$ cat src/rtl/muldiv_pkg.sv
// Shared decode constants, FSM state encoding and small helpers for the
// HI/LO multiply/divide sequencer.
package muldiv_pkg;

  localparam int DEF_WIDTH = 32;
  localparam int CNT_W     = $clog2(DEF_WIDTH + 1);

  localparam logic [5:0] OP_RTYPE = 6'b000000;

  localparam logic [5:0] FN_MFHI  = 6'b010000;
  localparam logic [5:0] FN_MTHI  = 6'b010001;
  localparam logic [5:0] FN_MFLO  = 6'b010010;
  localparam logic [5:0] FN_MTLO  = 6'b010011;
  localparam logic [5:0] FN_MULT  = 6'b011000;
  localparam logic [5:0] FN_MULTU = 6'b011001;
  localparam logic [5:0] FN_DIV   = 6'b011010;
  localparam logic [5:0] FN_DIVU  = 6'b011011;

  typedef enum logic [1:0] {
    ST_IDLE = 2'd0,
    ST_CALC = 2'd1,
    ST_FIX  = 2'd2
  } state_t;

  function automatic logic is_start_fn(input logic [5:0] f);
    return (f == FN_MULT) || (f == FN_MULTU) || (f == FN_DIV) || (f == FN_DIVU);
  endfunction

  function automatic logic is_read_fn(input logic [5:0] f);
    return (f == FN_MFHI) || (f == FN_MFLO);
  endfunction

  function automatic logic is_write_fn(input logic [5:0] f);
    return (f == FN_MTHI) || (f == FN_MTLO);
  endfunction

endpackage

$ cat src/rtl/muldiv_sequencer_if.sv
// EX-stage instruction bus and HI/LO result/stall signals between the
// pipeline (master) and the multiply/divide sequencer (slave).
interface muldiv_sequencer_if #(parameter int WIDTH = 32);

  logic             valid_ex;
  logic [5:0]       opcode;
  logic [5:0]       func;
  logic [WIDTH-1:0] d1;
  logic [WIDTH-1:0] d2;
  logic             stall;
  logic             busy;
  logic             mf_valid;
  logic [WIDTH-1:0] mf_result;
  logic [WIDTH-1:0] hi;
  logic [WIDTH-1:0] lo;

  modport master (
    output valid_ex, opcode, func, d1, d2,
    input  stall, busy, mf_valid, mf_result, hi, lo
  );

  modport slave (
    input  valid_ex, opcode, func, d1, d2,
    output stall, busy, mf_valid, mf_result, hi, lo
  );

endinterface

$ cat src/rtl/muldiv_datapath.sv
// Iterative radix-2 shift-add multiplier / restoring divider step logic.
// The quotient shares the low half of the accumulator with the multiplier.
module muldiv_datapath
  import muldiv_pkg::*;
#(
  parameter int WIDTH = DEF_WIDTH
) (
  input  logic               clock,
  input  logic               reset,
  input  logic               load,
  input  logic               step,
  input  logic               is_div,
  input  logic               div_zero,
  input  logic [WIDTH-1:0]   a,
  input  logic [WIDTH-1:0]   b,
  output logic [2*WIDTH-1:0] acc,
  output logic [WIDTH-1:0]   rem
);

  logic [2*WIDTH-1:0] acc_r;
  logic [2*WIDTH-1:0] acc_nxt_s;
  logic [WIDTH-1:0]   rem_r;
  logic [WIDTH-1:0]   rem_nxt_s;
  logic [WIDTH-1:0]   opnd_r;
  logic [WIDTH:0]     sum_s;
  logic [WIDTH:0]     rem_sh_s;
  logic [WIDTH:0]     trial_s;
  logic [WIDTH-1:0]   quo_sh_s;

  // One iteration: add-then-shift for multiply, shift-then-trial-subtract for divide.
  always_comb begin
    sum_s     = {1'b0, acc_r[2*WIDTH-1:WIDTH]}
              + (acc_r[0] ? {1'b0, opnd_r} : (WIDTH+1)'(0));
    rem_sh_s  = {rem_r, acc_r[WIDTH-1]};
    quo_sh_s  = {acc_r[WIDTH-2:0], 1'b0};
    trial_s   = rem_sh_s - {1'b0, opnd_r};
    acc_nxt_s = acc_r;
    rem_nxt_s = rem_r;
    if (is_div) begin
      if (!trial_s[WIDTH]) begin
        rem_nxt_s = trial_s[WIDTH-1:0];
        acc_nxt_s = {WIDTH'(0), quo_sh_s[WIDTH-1:1], 1'b1};
      end else begin
        rem_nxt_s = rem_sh_s[WIDTH-1:0];
        acc_nxt_s = {WIDTH'(0), quo_sh_s};
      end
    end else begin
      acc_nxt_s = {sum_s, acc_r[WIDTH-1:1]};
      rem_nxt_s = rem_r;
    end
  end

  // Operand load on acceptance, then one step per CALC cycle.
  always_ff @(posedge clock) begin
    if (reset) begin
      acc_r  <= (2*WIDTH)'(0);
      rem_r  <= WIDTH'(0);
      opnd_r <= WIDTH'(0);
    end else if (load) begin
      if (is_div) begin
        opnd_r <= b;
        acc_r  <= {WIDTH'(0), (div_zero ? {WIDTH{1'b1}} : a)};
        rem_r  <= div_zero ? a : WIDTH'(0);
      end else begin
        opnd_r <= a;
        acc_r  <= {WIDTH'(0), b};
        rem_r  <= WIDTH'(0);
      end
    end else if (step) begin
      acc_r <= acc_nxt_s;
      rem_r <= rem_nxt_s;
    end
  end

  assign acc = acc_r;
  assign rem = rem_r;

endmodule

$ cat src/rtl/muldiv_sequencer.sv
// HI/LO multiply/divide controller: decodes the EX instruction, sequences the
// datapath, applies sign correction, owns HI/LO and raises the pipeline stall.
module muldiv_sequencer
  import muldiv_pkg::*;
#(
  parameter int WIDTH = DEF_WIDTH
) (
  input logic               clock,
  input logic               reset,
  muldiv_sequencer_if.slave bus
);

  localparam int CW = $clog2(WIDTH + 1);

  state_t             state_r;
  state_t             state_nxt_s;
  logic [CW-1:0]      cnt_r;
  logic               busy_r;
  logic               is_div_r;
  logic               neg_quo_r;
  logic               neg_rem_r;
  logic [WIDTH-1:0]   hi_r;
  logic [WIDTH-1:0]   lo_r;

  logic               rtype_s;
  logic               start_s;
  logic               read_s;
  logic               write_s;
  logic               accept_s;
  logic               signed_s;
  logic               div_op_s;
  logic               div_zero_s;
  logic [WIDTH-1:0]   mag_a_s;
  logic [WIDTH-1:0]   mag_b_s;
  logic [2*WIDTH-1:0] acc_s;
  logic [WIDTH-1:0]   rem_s;
  logic [2*WIDTH-1:0] prod_fix_s;
  logic [WIDTH-1:0]   quo_fix_s;
  logic [WIDTH-1:0]   rem_fix_s;

  // Instruction decode and operand magnitudes.
  always_comb begin
    rtype_s    = bus.valid_ex && (bus.opcode == OP_RTYPE);
    start_s    = rtype_s && is_start_fn(bus.func);
    read_s     = rtype_s && is_read_fn(bus.func);
    write_s    = rtype_s && is_write_fn(bus.func);
    accept_s   = (state_r == ST_IDLE) && start_s;
    signed_s   = (bus.func == FN_MULT) || (bus.func == FN_DIV);
    div_op_s   = (bus.func == FN_DIV) || (bus.func == FN_DIVU);
    div_zero_s = div_op_s && (bus.d2 == WIDTH'(0));
    mag_a_s    = (signed_s && bus.d1[WIDTH-1]) ? (~bus.d1 + WIDTH'(1)) : bus.d1;
    mag_b_s    = (signed_s && bus.d2[WIDTH-1]) ? (~bus.d2 + WIDTH'(1)) : bus.d2;
  end

  // Divide-by-zero hands the raw dividend to HI, so it bypasses the magnitude.
  muldiv_datapath #(.WIDTH(WIDTH)) u_datapath (
    .clock    (clock),
    .reset    (reset),
    .load     (accept_s),
    .step     (state_r == ST_CALC),
    .is_div   (accept_s ? div_op_s : is_div_r),
    .div_zero (div_zero_s),
    .a        (div_zero_s ? bus.d1 : mag_a_s),
    .b        (mag_b_s),
    .acc      (acc_s),
    .rem      (rem_s)
  );

  // Next-state logic.
  always_comb begin
    state_nxt_s = state_r;
    case (state_r)
      ST_IDLE: begin
        if (accept_s) begin
          state_nxt_s = div_zero_s ? ST_FIX : ST_CALC;
        end else begin
          state_nxt_s = ST_IDLE;
        end
      end
      ST_CALC: begin
        if (cnt_r == CW'(1)) begin
          state_nxt_s = ST_FIX;
        end else begin
          state_nxt_s = ST_CALC;
        end
      end
      ST_FIX:  state_nxt_s = ST_IDLE;
      default: state_nxt_s = ST_IDLE;
    endcase
  end

  // State, iteration counter and sign flags captured at acceptance.
  always_ff @(posedge clock) begin
    if (reset) begin
      state_r   <= ST_IDLE;
      cnt_r     <= CW'(0);
      busy_r    <= 1'b0;
      is_div_r  <= 1'b0;
      neg_quo_r <= 1'b0;
      neg_rem_r <= 1'b0;
    end else begin
      state_r <= state_nxt_s;
      busy_r  <= (state_nxt_s != ST_IDLE);
      if (accept_s) begin
        cnt_r     <= CW'(WIDTH);
        is_div_r  <= div_op_s;
        neg_quo_r <= signed_s && !div_zero_s && (bus.d1[WIDTH-1] ^ bus.d2[WIDTH-1]);
        neg_rem_r <= signed_s && !div_zero_s && bus.d1[WIDTH-1];
      end else if (state_r == ST_CALC) begin
        cnt_r <= cnt_r - CW'(1);
      end
    end
  end

  // Sign correction of the unsigned-magnitude results.
  always_comb begin
    prod_fix_s = neg_quo_r ? (~acc_s + (2*WIDTH)'(1)) : acc_s;
    quo_fix_s  = neg_quo_r ? (~acc_s[WIDTH-1:0] + WIDTH'(1)) : acc_s[WIDTH-1:0];
    rem_fix_s  = neg_rem_r ? (~rem_s + WIDTH'(1)) : rem_s;
  end

  // HI/LO: written by FIX, or by mthi/mtlo when idle (never both in one cycle).
  always_ff @(posedge clock) begin
    if (reset) begin
      hi_r <= WIDTH'(0);
      lo_r <= WIDTH'(0);
    end else if (state_r == ST_FIX) begin
      hi_r <= is_div_r ? rem_fix_s : prod_fix_s[2*WIDTH-1:WIDTH];
      lo_r <= is_div_r ? quo_fix_s : prod_fix_s[WIDTH-1:0];
    end else if (!busy_r && write_s) begin
      if (bus.func == FN_MTHI) begin
        hi_r <= bus.d1;
      end else begin
        lo_r <= bus.d1;
      end
    end
  end

  // Interlock and same-cycle HI/LO read port.
  always_comb begin
    bus.busy      = busy_r;
    bus.hi        = hi_r;
    bus.lo        = lo_r;
    bus.stall     = !reset && busy_r && (start_s || read_s || write_s);
    bus.mf_valid  = !reset && !busy_r && read_s;
    bus.mf_result = WIDTH'(0);
    if (bus.mf_valid) begin
      bus.mf_result = (bus.func == FN_MFHI) ? hi_r : lo_r;
    end else begin
      bus.mf_result = WIDTH'(0);
    end
  end

endmodule
$ cat src/flat_wrapper.sv
// flat-port wrapper written by rule: the top's interface ports become plain ports
module muldiv_sequencer_flat import muldiv_pkg::*;
#(
  parameter int WIDTH = DEF_WIDTH
)
  (clock, reset, bus_valid_ex, bus_opcode, bus_func, bus_d1, bus_d2, bus_stall, bus_busy, bus_mf_valid, bus_mf_result, bus_hi, bus_lo);
  muldiv_sequencer_if #(.WIDTH(WIDTH)) bus_i ();
  input logic clock;
  input logic reset;
  input wire logic [$bits(bus_i.valid_ex)-1:0] bus_valid_ex;
  input wire logic [$bits(bus_i.opcode)-1:0] bus_opcode;
  input wire logic [$bits(bus_i.func)-1:0] bus_func;
  input wire logic [$bits(bus_i.d1)-1:0] bus_d1;
  input wire logic [$bits(bus_i.d2)-1:0] bus_d2;
  output wire logic [$bits(bus_i.stall)-1:0] bus_stall;
  output wire logic [$bits(bus_i.busy)-1:0] bus_busy;
  output wire logic [$bits(bus_i.mf_valid)-1:0] bus_mf_valid;
  output wire logic [$bits(bus_i.mf_result)-1:0] bus_mf_result;
  output wire logic [$bits(bus_i.hi)-1:0] bus_hi;
  output wire logic [$bits(bus_i.lo)-1:0] bus_lo;
  assign bus_i.valid_ex = bus_valid_ex;
  assign bus_i.opcode = bus_opcode;
  assign bus_i.func = bus_func;
  assign bus_i.d1 = bus_d1;
  assign bus_i.d2 = bus_d2;
  assign bus_stall = bus_i.stall;
  assign bus_busy = bus_i.busy;
  assign bus_mf_valid = bus_i.mf_valid;
  assign bus_mf_result = bus_i.mf_result;
  assign bus_hi = bus_i.hi;
  assign bus_lo = bus_i.lo;
  muldiv_sequencer #(.WIDTH(WIDTH)) u_core (.clock(clock), .reset(reset), .bus(bus_i));
endmodule
$ cat config.mk
export PLATFORM = sky130hd
export DESIGN_NAME = muldiv_sequencer_flat
export DESIGN_NICKNAME = d
export VERILOG_FILES = /design/src/rtl/muldiv_pkg.sv /design/src/rtl/muldiv_sequencer_if.sv /design/src/rtl/muldiv_datapath.sv /design/src/rtl/muldiv_sequencer.sv /design/src/flat_wrapper.sv
export SDC_FILE = /design/constraint.sdc
export NUM_CORES = 1
export LEC_CHECK = 0
export ABC_AREA = 1
export BUFFER_PORTS_ARGS = -buffer_cell sky130_fd_sc_hd__buf_2
export CAP_MARGIN = 20
export CORE_AREA = 2 2 234 236
export CTS_CLUSTER_DIAMETER = 30
export DETAILED_ROUTE_END_ITERATION = 16
export DIE_AREA = 0 0 236 238
export GPL_TIMING_DRIVEN = 0
export MAX_ROUTING_LAYER = met4
export PLACE_DENSITY = 0.51
export SLEW_MARGIN = 20
export SYNTH_ARGS = -nofsm -noshare
export SYNTH_HDL_FRONTEND = slang
export SYNTH_HIERARCHICAL = 1
export SYNTH_SLANG_ARGS = --single-unit
export TNS_END_PERCENT = 50
$ cat constraint.sdc
create_clock -name clock -period 6.8 [get_ports clock]
set_input_delay 0.34 -clock clock [delete_from_list [all_inputs] [get_ports clock]]
set_output_delay 0.34 -clock clock [all_outputs]
set_load 0.03 [all_outputs]
==> results of run 1 <==
[cell usage in the layout (no fill, tap or decap), types with 10 or more instances in the layout]
cell type     n
nor2_2       17
nand2_1    1020
nand3b_1     18
dfxtp_1     204
inv_1       517
nor3_1       35
a31oi_1      40
o31ai_1      25
clkbuf_1    110
o21ai_1      15
nand4_1      43
nand3_1     312
or2_2        27
nand2_2      12
xor2_1       49
o21ai_0     190
clkbuf_16    61
buf_1        10
clkinv_2     10
a21o_1       10
nor2_1      335
a221oi_1     21
o211ai_1     78
buf_2       204
inv_2        13
ha_1         70
xnor2_1      10
bufinv_16    17
a21oi_1     299
[logic make-up after synthesis]
family / count (synthesis) / share of synthesized area, %
AOI/OAI and AO/OA: 713 / 20.17
buffers and inverters: 681 / 13.13
and+or+nand+nor: 1863 / 39.49
adders and majority gates: 72 / 4.520
DFF: 204 / 20.15
xor gates and xnor gates: 59 / 2.550
[sequential cells by signal, indices dropped and copies added (netlist names), 2 cells and up]
name / cells
u_core/u_datapath/acc: 64
u_core/bus.hi: 32
u_core/bus.lo: 32
u_core/u_datapath/opnd_r: 32
u_core/u_datapath/rem: 32
u_core/cnt_r: 6
u_core/state_r: 2
[worst min-delay path by stage]
stage,endpoint,from,cells after the start
4_1_cts,u_core/bus.lo[30],bus_d1[30],3
3_3_place_gp,u_core/cnt_r[1],u_core/cnt_r[1],2
5_1_grt,u_core/bus.lo[15],bus_d1[15],3
2_1_floorplan,u_core/cnt_r[1],u_core/cnt_r[1],2
6_report,u_core/bus.lo[30],bus_d1[30],3
3_5_place_dp,u_core/cnt_r[1],u_core/cnt_r[1],2
[power breakdown]
part	internal (µW)	switching (µW)	leakage, µW	total (µW)
sequential	1200	1.09	0.00164	1200
clock	2360	895	0.00115	3250
combinational	53.6	170	0.00935	224
total	3610	1070	0.0121	4680
[worst max-delay path, cell delays in order (launching register included)]
cell and delay [ns]:
dfxtp_1 0.47, clkbuf_1 0.68, nand2_1 0.19, inv_1 0.11, ha_1 0.25, inv_1 0.08, fa_1 0.41, o21ai_0 0.45
a31oi_1 0.22, o21bai_1 0.35, nand2_1 0.16, nand2_1 0.15, nand2_1 0.07, a21oi_1 0.12
[routing by layer]
metal / global-route usage, % / routed length (µm)
met5: - / 0
met4: 13.76 / 3973
met3: 4.604 / 8399
met2: 53.33 / 43620
met1: 48.60 / 44740
[through the flow]
step           util, %  std cells  instance area, µm²  hold slack, ns
6_report         45.60       4584               24390         0.04863
5_1_grt          45.60       4584               24390         0.04382
4_1_cts          45.59       4581               24390         0.01949
3_5_place_dp     41.16       4465               22020          0.4729
3_3_place_gp     41.16       4465               22020          0.4680
2_1_floorplan        -       3592               20260          0.4486
[final cells by class]
class                           count  share of cell area, %
Inverter                          533                  8.212
Tap cell                          696                  3.570
Timing Repair Buffer              177                  3.632
Clock buffer                       78                  6.807
Sequential cell                   204                  16.74
Antenna cell                        3                0.03078
Multi-Input combinational cell   2707                  55.43
Buffer                            148                  2.693
Clock inverter                     38                  2.888
==> summary.txt, run 1 <==
Worst setup path
  – R2r setup slk: around 2.9 ns
  – FF-to-FF Start: u_core/u_datapath/acc[0]
  – Required time worst endpoint: roughly 7.3 ns
  – Crit. Startpoint: u_core/u_datapath/acc[0]
  – CP arrival: ~4.4 ns
  – Crit path capture: u_core/u_datapath/acc[63]
  – CP endpoint kind: flip-flop
  – R2R depth: 13
  – CP startpoint kind: flip-flop
  – Critical-path maximum fanout: 7
  – Critical path class: flip-flop to flip-flop
  – RR Endpoint: u_core/u_datapath/acc[63]

Synth
  – Post-synthesis cell type count: 59
  – Top cell type's share of synthesized area: approximately a fifth
  – Seq/Total Area, Yosys: 20.15%
  – Synth area leader: dfxtp_1
  – Post-Syn Area: just over 20000 µm²
  – Yosys reg bits: a little over 200
  – Leading post-synthesis cells by cell area: dfxtp_1 20%, nand2_1 19%, inv_1 9.6%
  – Ys Warns: 6
  – Avg Cell Area, Syn: 5.642 µm²
  – Post-synth EDFFs: 0
  – Net count after synthesis: ~3700
  – Synth cell count leaders: 1020 x nand2_1, 517 x inv_1, 335 x nor2_1, 312 x nand3_1, 299 x a21oi_1
  – Asr flop ratio synth: 0%
  – Post-Synthesis Cells: approximately 3600
  – Count leader, synth: nand2_1
  – Main flop type after synthesis: dfxtp_1

Global routing
  – First-pass GRT wire length: between 100 and 150 mm
  – Grt ovf: 0
  – Initial antenna violation count: 3
  – Largest net degree at the start of global routing: 19
  – GRT Total Usage: a little over a third
  – Vias in the first global route: 22540

Timing
  – RSZ-0062 raised after global routing: no
  – Final setup violation count: 0
  – Worst Clk Skew: 0.06548 ns
  – Final Hold Fails: 0
  – Fmax: 258.6 MHz
  – Setup WS post-layout: between 2 and 3 ns
  – Measured slew at the worst slew-check pin: a little under 0.9 ns
  – Slew margin rel.: between 40% and 50%
  – Final min period: ~3.9 ns
  – Final worst path period share: around 57%
  – Slew Viols, Final: 0
  – Setup TNS Final: 0 ns

Route
  – Vias post-DR: about 25000
  – Remaining DRCs: 0
  – Router iterations before antenna repair: 6
  – Antenna Violating Nets Remaining: 0
  – Routed wire length: about 100 mm
  – DR vias/cell: about 5.5
  – Drt initial violations: ~2900
  – WL/cell: around 22 µm

Clock network
  – CTS Buf Count: between 60 and 70
  – Clock latency on the worst-skew pair: around 0.64 ns
  – Clock transition at path regs: 0.05 ns
  – Post-CTS setup buffers: 0
  – CTS H-tree depth: 2
  – Post-CTS sizing: 0
  – Max clock buf depth: 3
  – # hold bufs at CTS: 0
  – Root Driver: clkbuf_16
  – Clock tree from TritonCTS: yes
  – Clock sinks: 204

Power and ir drop
  – Max rail drop VDD: 0.0002071 V
  – Power Density: ~190 nW/µm²
  – Static Leak: approximately 0.012 µW
  – Power, Total: 4679 µW

Finish
  – FF+latch area: just over 4000 µm²
  – Fraction of layout cells with a size suffix above 1: a little over a tenth
  – Multi-input logic area: 13520 µm²
  – Layout area overhead: 20.38%
  – Layout Nets: roughly 4000
  – Fillcell total: around 6000

Hold path
  – Min-delay worst type: input port to flip-flop

Placement
  – GPL Wtd Cong: 1.027
  – Pre-CTS setup slack: just under 3 ns
  – Port bufs: about 180
  – Post-DP HPWL: ~84 mm

Floorplanning
  – I/O pin cnt: 178
  – Initial Util: roughly 38%
  – Die ar.: about 56000 µm²
  – Die Y: ~240 µm
  – Die width: 236 µm
  – Total core area: approximately 53000 µm²
  – Row Count: 85

Outcome
  – Status: completed

Run
  – Max Cap Viol: 0
No activity file was read; power rests on OpenSTA's default activity.
==> run 2: changes to the inputs <==
PLACE_DENSITY = 0.53   (was 0.51)
clock period = 3.55 ns   (was 6.8 ns; I/O delays follow)
==> run 2 against run 1 <==
Via count up 0.73%; combinational power is 100% higher; critical endpoint unchanged; sequential share of layout area about the same; register-to-register slack worse by 2.7 ns; highest routed layer unchanged; clock power increased by 72%; global-route usage is 0.13 points lower; sequential power increased by 92%; critical path depth unchanged; first-iteration DRC count increased by 6.1%; setup slack worse by 2.7 ns.
==> summary.txt, run 2 (synthesis gave the netlist of run 1 again) <==
Outcome
  – Status: completed (unchanged)

Clock network
  – Post-CTS setup buffers: 0 (unchanged)
  – Clock latency on the worst-skew pair: 0.64 ns (about the same)
  – Max clock buf depth: 3 (unchanged)
  – Clock transition at path regs: 0.04 ns (was 0.05 ns)
  – Clock sinks: 204 (unchanged)
  – Clock tree from TritonCTS: yes (unchanged)
  – CTS H-tree depth: 2 (unchanged)
  – CTS Buf Count: 59 (was 61)
  – Root Driver: clkbuf_16 (unchanged)

Worst setup path
  – CP arrival: 3.87 ns (was 4.37 ns)
  – CP startpoint kind: flip-flop (unchanged)
  – Critical path class: flip-flop to flip-flop (unchanged)
  – CP endpoint kind: flip-flop (unchanged)
  – Critical-path maximum fanout: 7 (unchanged)
  – Required time worst endpoint: 4.10 ns (was 7.31 ns)

Power and ir drop
  – Sw Ratio: 24.11% (was 22.80%)
  – Logic gate share of total power: 5.5% (was 4.8%)
  – Max rail drop VDD: 0.0003660 V (was 0.0002071 V)
  – Internal: 6341 µW (was 3612 µW)
  – Static Leak: 0.01215 µW (was 0.01214 µW)
  – Power, Total: 8356 µW (was 4679 µW)
  – Power Density: 342.0 nW/µm² (was 191.8 nW/µm²)
  – Sw power: 2014 µW (was 1067 µW)
  – Clock share of power: 67.0% (was 69.5%)
  – Sequential Power Share: 27.6% (was 25.7%)

Global routing
  – Initial antenna violation count: 0 (was 3)
  – Grt ovf: 0 (unchanged)
  – First-pass GRT wire length: 145.9 mm (was 145.8 mm)
  – GRT Total Usage: 35.47% (was 35.60%)
  – Largest net degree at the start of global routing: 19 (unchanged)
  – Vias in the first global route: 22975 (was 22540)

Finish
  – Layout area overhead: 20.57% (was 20.38%)
  – Commonest non-fill, non-tap cell in the layout: nand2_1 (unchanged)
  – Layout Nets: 4009 (was 3983)
  – Fraction of layout cells with a size suffix above 1: 10.85% (was 10.91%)
  – Post-Layout Cell Count: 4603 (was 4584)
  – Ant diodes: 0 (was 3)
  – Most frequent cells in the layout: 1019 x nand2_1, 517 x inv_1, 334 x nor2_1, 312 x nand3_1, 299 x a21oi_1 (was 1020 x nand2_1, 517 x inv_1, 335 x nor2_1, 312 x nand3_1, 299 x a21oi_1)
  – Max reg flops: 64 (unchanged)

Timing
  – Slew Viols, Final: 0 (unchanged)
  – Worst Clk Skew: 0.05898 ns (was 0.06548 ns)
  – Final min period: 3.327 ns (was 3.867 ns)
  – Final worst path period share: 93.71% (was 56.87%)
  – Measured slew at the worst slew-check pin: 0.9269 ns (was 0.8827 ns)
  – Fmax: 300.6 MHz (was 258.6 MHz)
  – Final setup violation count: 0 (unchanged)
  – Hold Slack: 0.03935 ns (was 0.04863 ns)
  – Slew margin rel.: 37.98% (was 40.61%)
  – RSZ-0062 raised after global routing: no (unchanged)
  – Final Hold Fails: 0 (unchanged)

Route
  – Routed wire length: 99.94 mm (was 100.7 mm)
  – Drt initial violations: 3025 (was 2851)
  – Antenna Violating Nets Remaining: 0 (unchanged)
  – WL/cell: 21.71 µm (was 21.98 µm)
  – DR vias/cell: 5.509 (was 5.491)
  – Vias post-DR: 25357 (was 25173)
  – Router iterations before antenna repair: 5 (was 6)
  – Remaining DRCs: 0 (unchanged)

Placement
  – Dpl cells: 4465 (unchanged)
  – Post-DP HPWL: 82.74 mm (was 83.66 mm)
  – GPL Wtd Cong: 1.025 (was 1.027)
  – Port bufs: 177 (unchanged)

Run
  – Max Cap Viol: 0 (unchanged)

Floorplanning
  – Initial Util: 37.88% (unchanged)
  – Die width: 236 µm (unchanged)
  – I/O pin cnt: 178 (unchanged)
  – Total core area: 53500 µm² (unchanged)
  – Die ar.: 56170 µm² (unchanged)
  – Die Y: 238 µm (unchanged)
  – Row Count: 85 (unchanged)

Hold path
  – Min-delay worst type: input port to flip-flop (unchanged)
==> run 2: routing by layer <==
layer	routed length [µm]	GRT usage (%)	part of all wire, %
met4	4258	14.09	4.3
met3	8995	5.842	9.0
met2	42800	52.64	43
met5	0	-	0
met1	43890	47.91	44
==> run 2: final timing paths <==
path	from	endpoint	slack [ns]	cells past startpoint
max	u_core/u_datapath/acc[0]	u_core/u_datapath/acc[63]	0.22	13
min reg2reg	u_core/cnt_r[1]	u_core/cnt_r[1]	0.48	2
min	bus_d1[7]	u_core/bus.lo[7]	0.04	5
max reg2reg	u_core/u_datapath/acc[0]	u_core/u_datapath/acc[63]	0.22	13
==> run 2: timing repair <==
| action | in CTS | in global routing |
|---|---|---|
| setup endpoints to repair | 1 | 35 |
| endpoints found under the hold margin | 29 | 0 |
| pin swaps | 0 | 0 |
| resized for setup | 1 | 5 |
| hold buffers | 28 | 0 |
==> run 2: critical path: stages (launching register included) <==
cell,delay [ns]
dfxtp_1,0.45
clkbuf_2,0.38
nand2_1,0.11
inv_1,0.08
ha_1,0.25
inv_1,0.08
fa_1,0.41
o21ai_0,0.42
a31oi_1,0.22
o21bai_1,0.34
nand2_1,0.16
nand2_1,0.14
nand2_1,0.06
a21oi_1,0.12
==> run 2: power groups by stage <==
stage	combinational (µW)	sequential, µW	clock (µW)
4_1_cts	441	2300	5630
2_1_floorplan	194	2340	0
3_5_place_dp	414	2340	0
5_1_grt	480	2300	5760
3_3_place_gp	417	2340	0
6_report	458	2300	5600
==> run 2: stage by stage <==
stage	instance area (µm²)	setup WS [ns]	TNS, ns	util, %
floorplan	20260	1.190	0	-
global placement	22020	-0.08390	-0.8227	41.16
detailed placement	22020	-0.1041	-0.9667	41.16
CTS	24420	0.1382	0	45.65
global route	24430	0.02564	0	45.67
finish	24430	0.2234	0	45.67
==> run 2: final cells by class <==
class                   instances  area, µm²
clock buffers                  76       1620
plain buffers                 148      659.4
fillers                      6030      29060
clock inverters                34      498.0
flip-flops and latches        204       4084
repair buffers                205       1166
inverters                     533       2003
well taps                     696      870.8
multi-input cells            2707      13530
